$ cat config.mk
export PLATFORM = sky130hd
export DESIGN_NAME = fifo_uart_tx
export DESIGN_NICKNAME = d
export VERILOG_FILES = /design/src/rtl/fifo_uart_tx.sv
export SDC_FILE = /design/constraint.sdc
export NUM_CORES = 1
export LEC_CHECK = 0
export ABC_CLOCK_PERIOD_IN_PS = 2100
export CAP_MARGIN = 15
export CORE_AREA = 2 2 65 67
export DETAILED_ROUTE_END_ITERATION = 10
export DIE_AREA = 0 0 67 69
export PLACE_DENSITY = 0.61
export REMOVE_ABC_BUFFERS = 1
export SLEW_MARGIN = 0
export SYNTH_ARGS = -nofsm -noshare
export SYNTH_HDL_FRONTEND = slang
export SYNTH_SLANG_ARGS = --single-unit
$ cat constraint.sdc
create_clock -name clk_i -period 2.1 [get_ports clk_i]
set_input_delay 0.42 -clock clk_i [delete_from_list [all_inputs] [get_ports clk_i]]
set_output_delay 0.42 -clock clk_i [all_outputs]
set_load 0.005 [all_outputs]
$ cat src/rtl/fifo_uart_tx.sv
// Drains a fifo word by word and sends each one as an async UART frame:
// start bit, data bits LSB first, optional even-parity bit, then stop bits.
module fifo_uart_tx #(
  parameter int unsigned WIDTH        = 8,
  parameter int unsigned CLKS_PER_BIT = 16,
  parameter int unsigned PARITY_EN    = 0,
  parameter int unsigned STOP_BITS    = 1
) (
  input  logic             clk_i,
  input  logic             reset_i,
  input  logic             enable_i,
  input  logic [WIDTH-1:0] fifo_dout_i,
  input  logic             fifo_empty_i,
  output logic             fifo_rd_en_o,
  output logic             tx_o,
  output logic             busy_o,
  output logic             frame_done_o
);

  localparam int unsigned CW = (CLKS_PER_BIT > 2) ? $clog2(CLKS_PER_BIT) : 1;
  localparam int unsigned BW = $clog2(WIDTH + 1);
  localparam logic [CW-1:0] CntLast  = CW'(CLKS_PER_BIT - 1);
  localparam logic [BW-1:0] DataLast = BW'(WIDTH - 1);
  localparam logic [BW-1:0] StopLast = BW'(STOP_BITS - 1);

  typedef enum logic [2:0] {
    StIdle, StFetch, StStart, StData, StParity, StStop
  } state_e;

  state_e           state_q, state_d;
  logic [CW-1:0]    cnt_q, cnt_d;
  logic [BW-1:0]    bit_q, bit_d;
  logic [WIDTH-1:0] shreg_q, shreg_d;
  logic             parity_q, parity_d;
  logic             bit_end;

  always_ff @(posedge clk_i or negedge reset_i) begin
    if (!reset_i) begin
      state_q  <= StIdle;
      cnt_q    <= '0;
      bit_q    <= '0;
      shreg_q  <= '0;
      parity_q <= 1'b0;
    end else begin
      state_q  <= state_d;
      cnt_q    <= cnt_d;
      bit_q    <= bit_d;
      shreg_q  <= shreg_d;
      parity_q <= parity_d;
    end
  end

  assign bit_end = (cnt_q == CntLast);

  always_comb begin
    state_d      = state_q;
    cnt_d        = cnt_q;
    bit_d        = bit_q;
    shreg_d      = shreg_q;
    parity_d     = parity_q;
    fifo_rd_en_o = 1'b0;
    tx_o         = 1'b1;
    frame_done_o = 1'b0;

    unique case (state_q)
      StIdle: begin
        // Gated by reset so a held reset with a non-empty fifo never pops.
        fifo_rd_en_o = reset_i & enable_i & ~fifo_empty_i;
        cnt_d        = '0;
        bit_d        = '0;
        if (fifo_rd_en_o) state_d = StFetch;
      end
      StFetch: begin
        shreg_d  = fifo_dout_i;
        parity_d = ^fifo_dout_i;
        state_d  = StStart;
      end
      StStart: begin
        tx_o  = 1'b0;
        cnt_d = cnt_q + 1'b1;
        if (bit_end) begin
          cnt_d   = '0;
          bit_d   = '0;
          state_d = StData;
        end
      end
      StData: begin
        tx_o  = shreg_q[0];
        cnt_d = cnt_q + 1'b1;
        if (bit_end) begin
          cnt_d   = '0;
          shreg_d = shreg_q >> 1;
          bit_d   = bit_q + 1'b1;
          if (bit_q == DataLast) begin
            bit_d   = '0;
            state_d = (PARITY_EN != 0) ? StParity : StStop;
          end
        end
      end
      StParity: begin
        tx_o  = parity_q;
        cnt_d = cnt_q + 1'b1;
        if (bit_end) begin
          cnt_d   = '0;
          bit_d   = '0;
          state_d = StStop;
        end
      end
      StStop: begin
        cnt_d = cnt_q + 1'b1;
        if (bit_end) begin
          cnt_d = '0;
          bit_d = bit_q + 1'b1;
          if (bit_q == StopLast) begin
            bit_d        = '0;
            frame_done_o = 1'b1;
            state_d      = StIdle;
          end
        end
      end
      default: state_d = StIdle;
    endcase
  end

  assign busy_o = (state_q != StIdle) | fifo_rd_en_o;

endmodule

* Word level (Yosys, flattened, before mapping)
Index checks and enable logic that the tools add are counted.
W data, S select, Z words.
** Storage, ports and cells
- Register bits :: 20
- Input port bits :: 12
- Word-level logic and storage cells :: 61
- Output and inout port bits :: 4
** Cells by class
- Equality and inequality tests :: 15
- Muxes and demuxes :: 23
- $add $sub $neg :: 2
- Reductions and logical operators :: 12
- Bitwise gates (word level) :: 4
** Operator list (number)
- $mux W4 :: 6
- $mux W3 :: 7
- $pmux W3 S6 :: 1
- $pmux W4 S4 :: 1
- $pmux W8 S2 :: 1
- $ne A2 B2 Y1 const B :: 7
- $add A4 B1 Y4 const B :: 2
- $mux W8 :: 1
- $pmux W4 S2 :: 1
- $reduce_xor A8 Y1 :: 1
- $reduce_and A7 Y1 :: 1
- $eq A3 B2 Y1 const B :: 2
- $eq A3 B3 Y1 const B :: 2
- $eq A4 B3 Y1 const B :: 1
- $eq A4 B4 Y1 const B :: 1
- $logic_not A4 Y1 :: 1
- $mux W1 :: 4
- $reduce_and A4 Y1 :: 1
- $reduce_bool A2 Y1 :: 2
- $reduce_bool A4 Y1 :: 1
- $reduce_or A4 Y1 :: 1
- $eq A3 B1 Y1 const B :: 1
- $logic_not A3 Y1 :: 1
- $pmux W1 S3 :: 1
- 7 further kinds :: 8

* Logic depth before layout (Yosys ltp)
- Word-level depth :: 4
- Gate-level depth with buffers :: 6
- Gate-level depth less buffers :: 6

* Worst setup path before layout
OpenSTA, ideal clock, no wires.
- Kind :: register to register
- From :: register bit_q[0]
- To :: register state_q[0]
- Arrival :: 1.386 ns
- Period minus slack after synthesis :: 1.511 ns
- Setup time :: 0.125 ns
- Stages on the path, launching flop included :: 7
- Path slack :: 0.589 ns
- Path buffers :: 0
- Required time :: 1.975 ns
- Cell sequence :: dfrtp_1 > inv_1 > ha_1 > nor3b_2 > or2_1 > nand3_2 > mux2_4
** On the way
- Word-level cells in the longest chain between the ends :: 3
- Elaborated cells between the ends (all ways) :: 5
- Classes of those cells :: eq/ne: 3; reduce/logical: 2
** Ends and longest elaborated chain
- start, declared :: line 32 : logic [BW-1:0] bit_q, bit_d;
- start signal, assigned :: line 47 : bit_q <= bit_d;
- $eq A4 B3 Y1 / $logic_not A4 Y1 (equally long branches) :: line 94, 114
- $ne A2 B2 Y1 (no line)
- $reduce_and A7 Y1 (no line) *
- end signal, assigned :: line 39 : state_q <= StIdle;
- end signal, assigned :: line 45 : state_q <= state_d;
- end, declared :: line 30 : state_e state_q, state_d;
Every way passes the cells marked *; elsewhere a longest branch is shown, timed or not.
A chain may end at the register's enable or synchronous reset.

* Final worst setup path
- From :: input fifo_empty_i
- To :: output busy_o
** On the way
- Word-level cells in the longest chain between the ends :: 4
** Ends and longest elaborated chain
- start, declared :: line 13 : input logic fifo_empty_i,
- $not A1 Y1 :: line 68 : fifo_rd_en_o = reset_i & enable_i & ~fifo_empty_i;
- $and A1 B1 Y1 :: line 68
- $mux W1 :: line 65 : unique case (state_q)
- $or A1 B1 Y1 :: line 125 : assign busy_o = (state_q != StIdle) | fifo_rd_en_o;
- end, declared :: line 16 : output logic busy_o,
Every way passes these cells.

==> metrics.yaml <==
global_route:
  met1_usage_pct: 17.6
  grt-busiest-layer: "met2"
  gr-usage-met2_pct: 21.1
  grt_max_degree: 21
  grt_pass1_wl_mm: 4.81
  groute.usage.overall_pct: 12.9
  first_global_vias: 1057
  antenna_found_initial: 0
  grt_util_met3_pct: 2.94
  grt_overflow: 0
yosys:
  yosysTopAreaCellShare_pct: 38.2
  synth_seq_cells: 20
  synth_warnings: 0
  synthCells: 137
  ys_async_sr_fraction_pct: 100
  synth_largest_area_cell: "dfrtp_1"
  yosysUniqueCellTypes: 45
  syn_avg_cell_area_um2: 9.57
  synth_flop_cell: "dfrtp_1"
  seq_area_frac_synth_pct: 38.2
  synth.area.top_cells: "dfrtp_1 (38%), a21oi_1 (6.1%), mux2i_1 (6.1%), xnor2_1 (5.3%), nor2_1 (4.0%)"
  synth_edf_count: 0
  synth.cell_area_um2: 1310
detailed_routing:
  ant_nets: 0
  firstDrtPassIters: 4
  vias: 1079
  wl_per_cell_um: 12.6
  drc_errors: 0
  dr.first_iter.drc_count: 14
  routed_wl_mm: 2.73
  via_per_inst: 4.97
min_path:
  hold_path.class: "primary input to async pin"
flow_run:
  maxCapViolations: 0
timing:
  post-route-min-period_ns: 2.03
  layout_worst_path_cycle_share_pct: 96.8
  hold_viol_final: 0
  maxSlewHeadroom_pct: 74.7
  drv_slew: 0
  fin_skew_ns: 0.00166
  rsz0062_at_grt: "no"
  fmax_mhz: 492
  tightestPinTransition_ns: 0.379
  setup_viol: 0
  final.setup.tns_ns: 0
pwr:
  powerDensity_nw_per_um2: 440
  power_w: 0.000736
  ir_worst_vdd_v: 0.000319
  p_leak_nw: 0.668
floorplanning:
  start_util_pct: 33.5
  row_count: 23
  die_w_um: 67
  io_pins: 16
  dieArea_um2: 4620
  die_h_um: 69
  core_um2: 3910
cts:
  clockBufferDepth: 2
  cts-buffers-inserted: 3
  cts.sinks: 20
  root_buffer: "clkbuf_8"
  htree_levels: 1
  clk_latency_ns: 0.25
  path_clk_slew_ns: 0.07
  cts_tree: "built"
worst_setup_path:
  reg2regPathDepth: 6
  cp_max_fo: 2
  cp-start-kind: "primary input"
  end_kind: "output pin"
  crit_required_ns: 1.68
  worstSetupPathType: "primary input to output pin"
  worstPathArrival_ns: 1.61
layout:
  fill_cells: 386
  nets: 183
  layout_commonest_cell: "buf_4"
  drive_gt1_share_pct: 21.6
  layout_common_cells: "buf_4 (18), dfrtp_1 (17), a21oi_1 (16)"
  diodes: 0
  areaGrowthSynthToFinish_pct: 27.6
  fin_area_um2: 1670
  stdcell_count: 217
  final_core_util_pct: 42.7
placement:
  io_buffers: 15
  place_inst: 206
  dpl_cell_area_um2: 1560
  dp_hpwl_mm: 2.03
  routabilityCongestion: 0.772
outcome:
  status: "finished, final reports clean"
[path summary, 6_finish.rpt]
path                                   start  slack (ns)          to
min in group clk_i                shreg_q[7]        0.52  shreg_q[7]
worst min register to register    shreg_q[7]        0.52  shreg_q[7]
worst min-delay path                 reset_i        0.32    bit_q[0]
worst max-delay path            fifo_empty_i        0.07      busy_o
worst max register to register    state_q[1]        0.35  state_q[0]
max in group asynchronous            reset_i        1.54  state_q[2]
[cells in the mapped netlist (all sizes together), types with 2 or more instances]
| library cell | number |
|---|---|
| dfrtp | 20 |
| a21oi | 17 |
| nor2 | 14 |
| nand2 | 9 |
| mux2i | 8 |
| xnor2 | 8 |
| buf | 6 |
| nand3 | 5 |
| o21ai | 5 |
| inv | 4 |
| nand3b | 4 |
| a31oi | 3 |
| ha | 3 |
| nand2b | 3 |
| clkbuf | 2 |
| nand4 | 2 |
| o2bb2ai | 2 |
| xor2 | 2 |
[stage by stage]
step | worst slack [ns] | hold WS, ns
floorplan | 0.119 | 0.124
global placement | -0.123 | 0.507
detailed placement | -0.154 | 0.507
CTS | 0.00107 | 0.336
global route | 0.000253 | 0.352
finish | 0.0676 | 0.321
[layout make-up]
cell class | count | area, um2 | area share (%)
Multi-Input combinational cell | 105 | 749 | 44.8
Clock buffer | 4 | 55.1 | 3.29
Sequential cell | 20 | 504 | 30.1
Inverter | 4 | 15.0 | 0.898
Timing Repair Buffer | 34 | 287 | 17.1
Tap cell | 50 | 62.6 | 3.74
[registers in the layout, indices dropped and copies added, names as in the netlist]
signal    count
shreg_q       8
parity_q      1
bit_q         4
cnt_q         4
state_q       3
[timing repair]
action,4_1_cts,5_1_grt
gates resized for setup,5,3
setup endpoints to repair,4,2
buffers inserted,2,5
hold buffers,0,0
hold endpoints to repair,0,0
pin swaps,2,0
[routing by layer]
metal / wire length [um] / share of wire (%)
met5: 0 / 0
met4: 0 / 0
met3: 84 / 3.1
met2: 1420 / 52
met1: 1220 / 45
[report_power, final]
group,switching (W),total (W),internal [W],leakage [nW]
Sequential,0,0.000385,0.000385,0.221
Clock,0.000127,0.000294,0.000167,0.0288
Combinational,0.0000232,0.0000579,0.0000347,0.419
Total,0.000150,0.000736,0.000586,0.668
[worst max-delay path, stage by stage]
cell and delay [ns]:
clkdlybuf4s50_1 0.39, nand3b_1 0.19, nand3b_2 0.12, clkdlybuf4s50_1 0.50
[logic make-up after synthesis]
kind of cell / count (synthesis) / synth area share, %
muxes: 9 / 7.25
DFF: 20 / 38.2
adders and majority gates: 4 / 3.63
xor gates and xnor gates: 10 / 6.68
AOI/OAI and AO/OA: 36 / 18.9
and+or+nand+nor: 46 / 20.0
buffers and inverters: 12 / 5.34
Note: power is estimated with default switching activity, not from simulation.
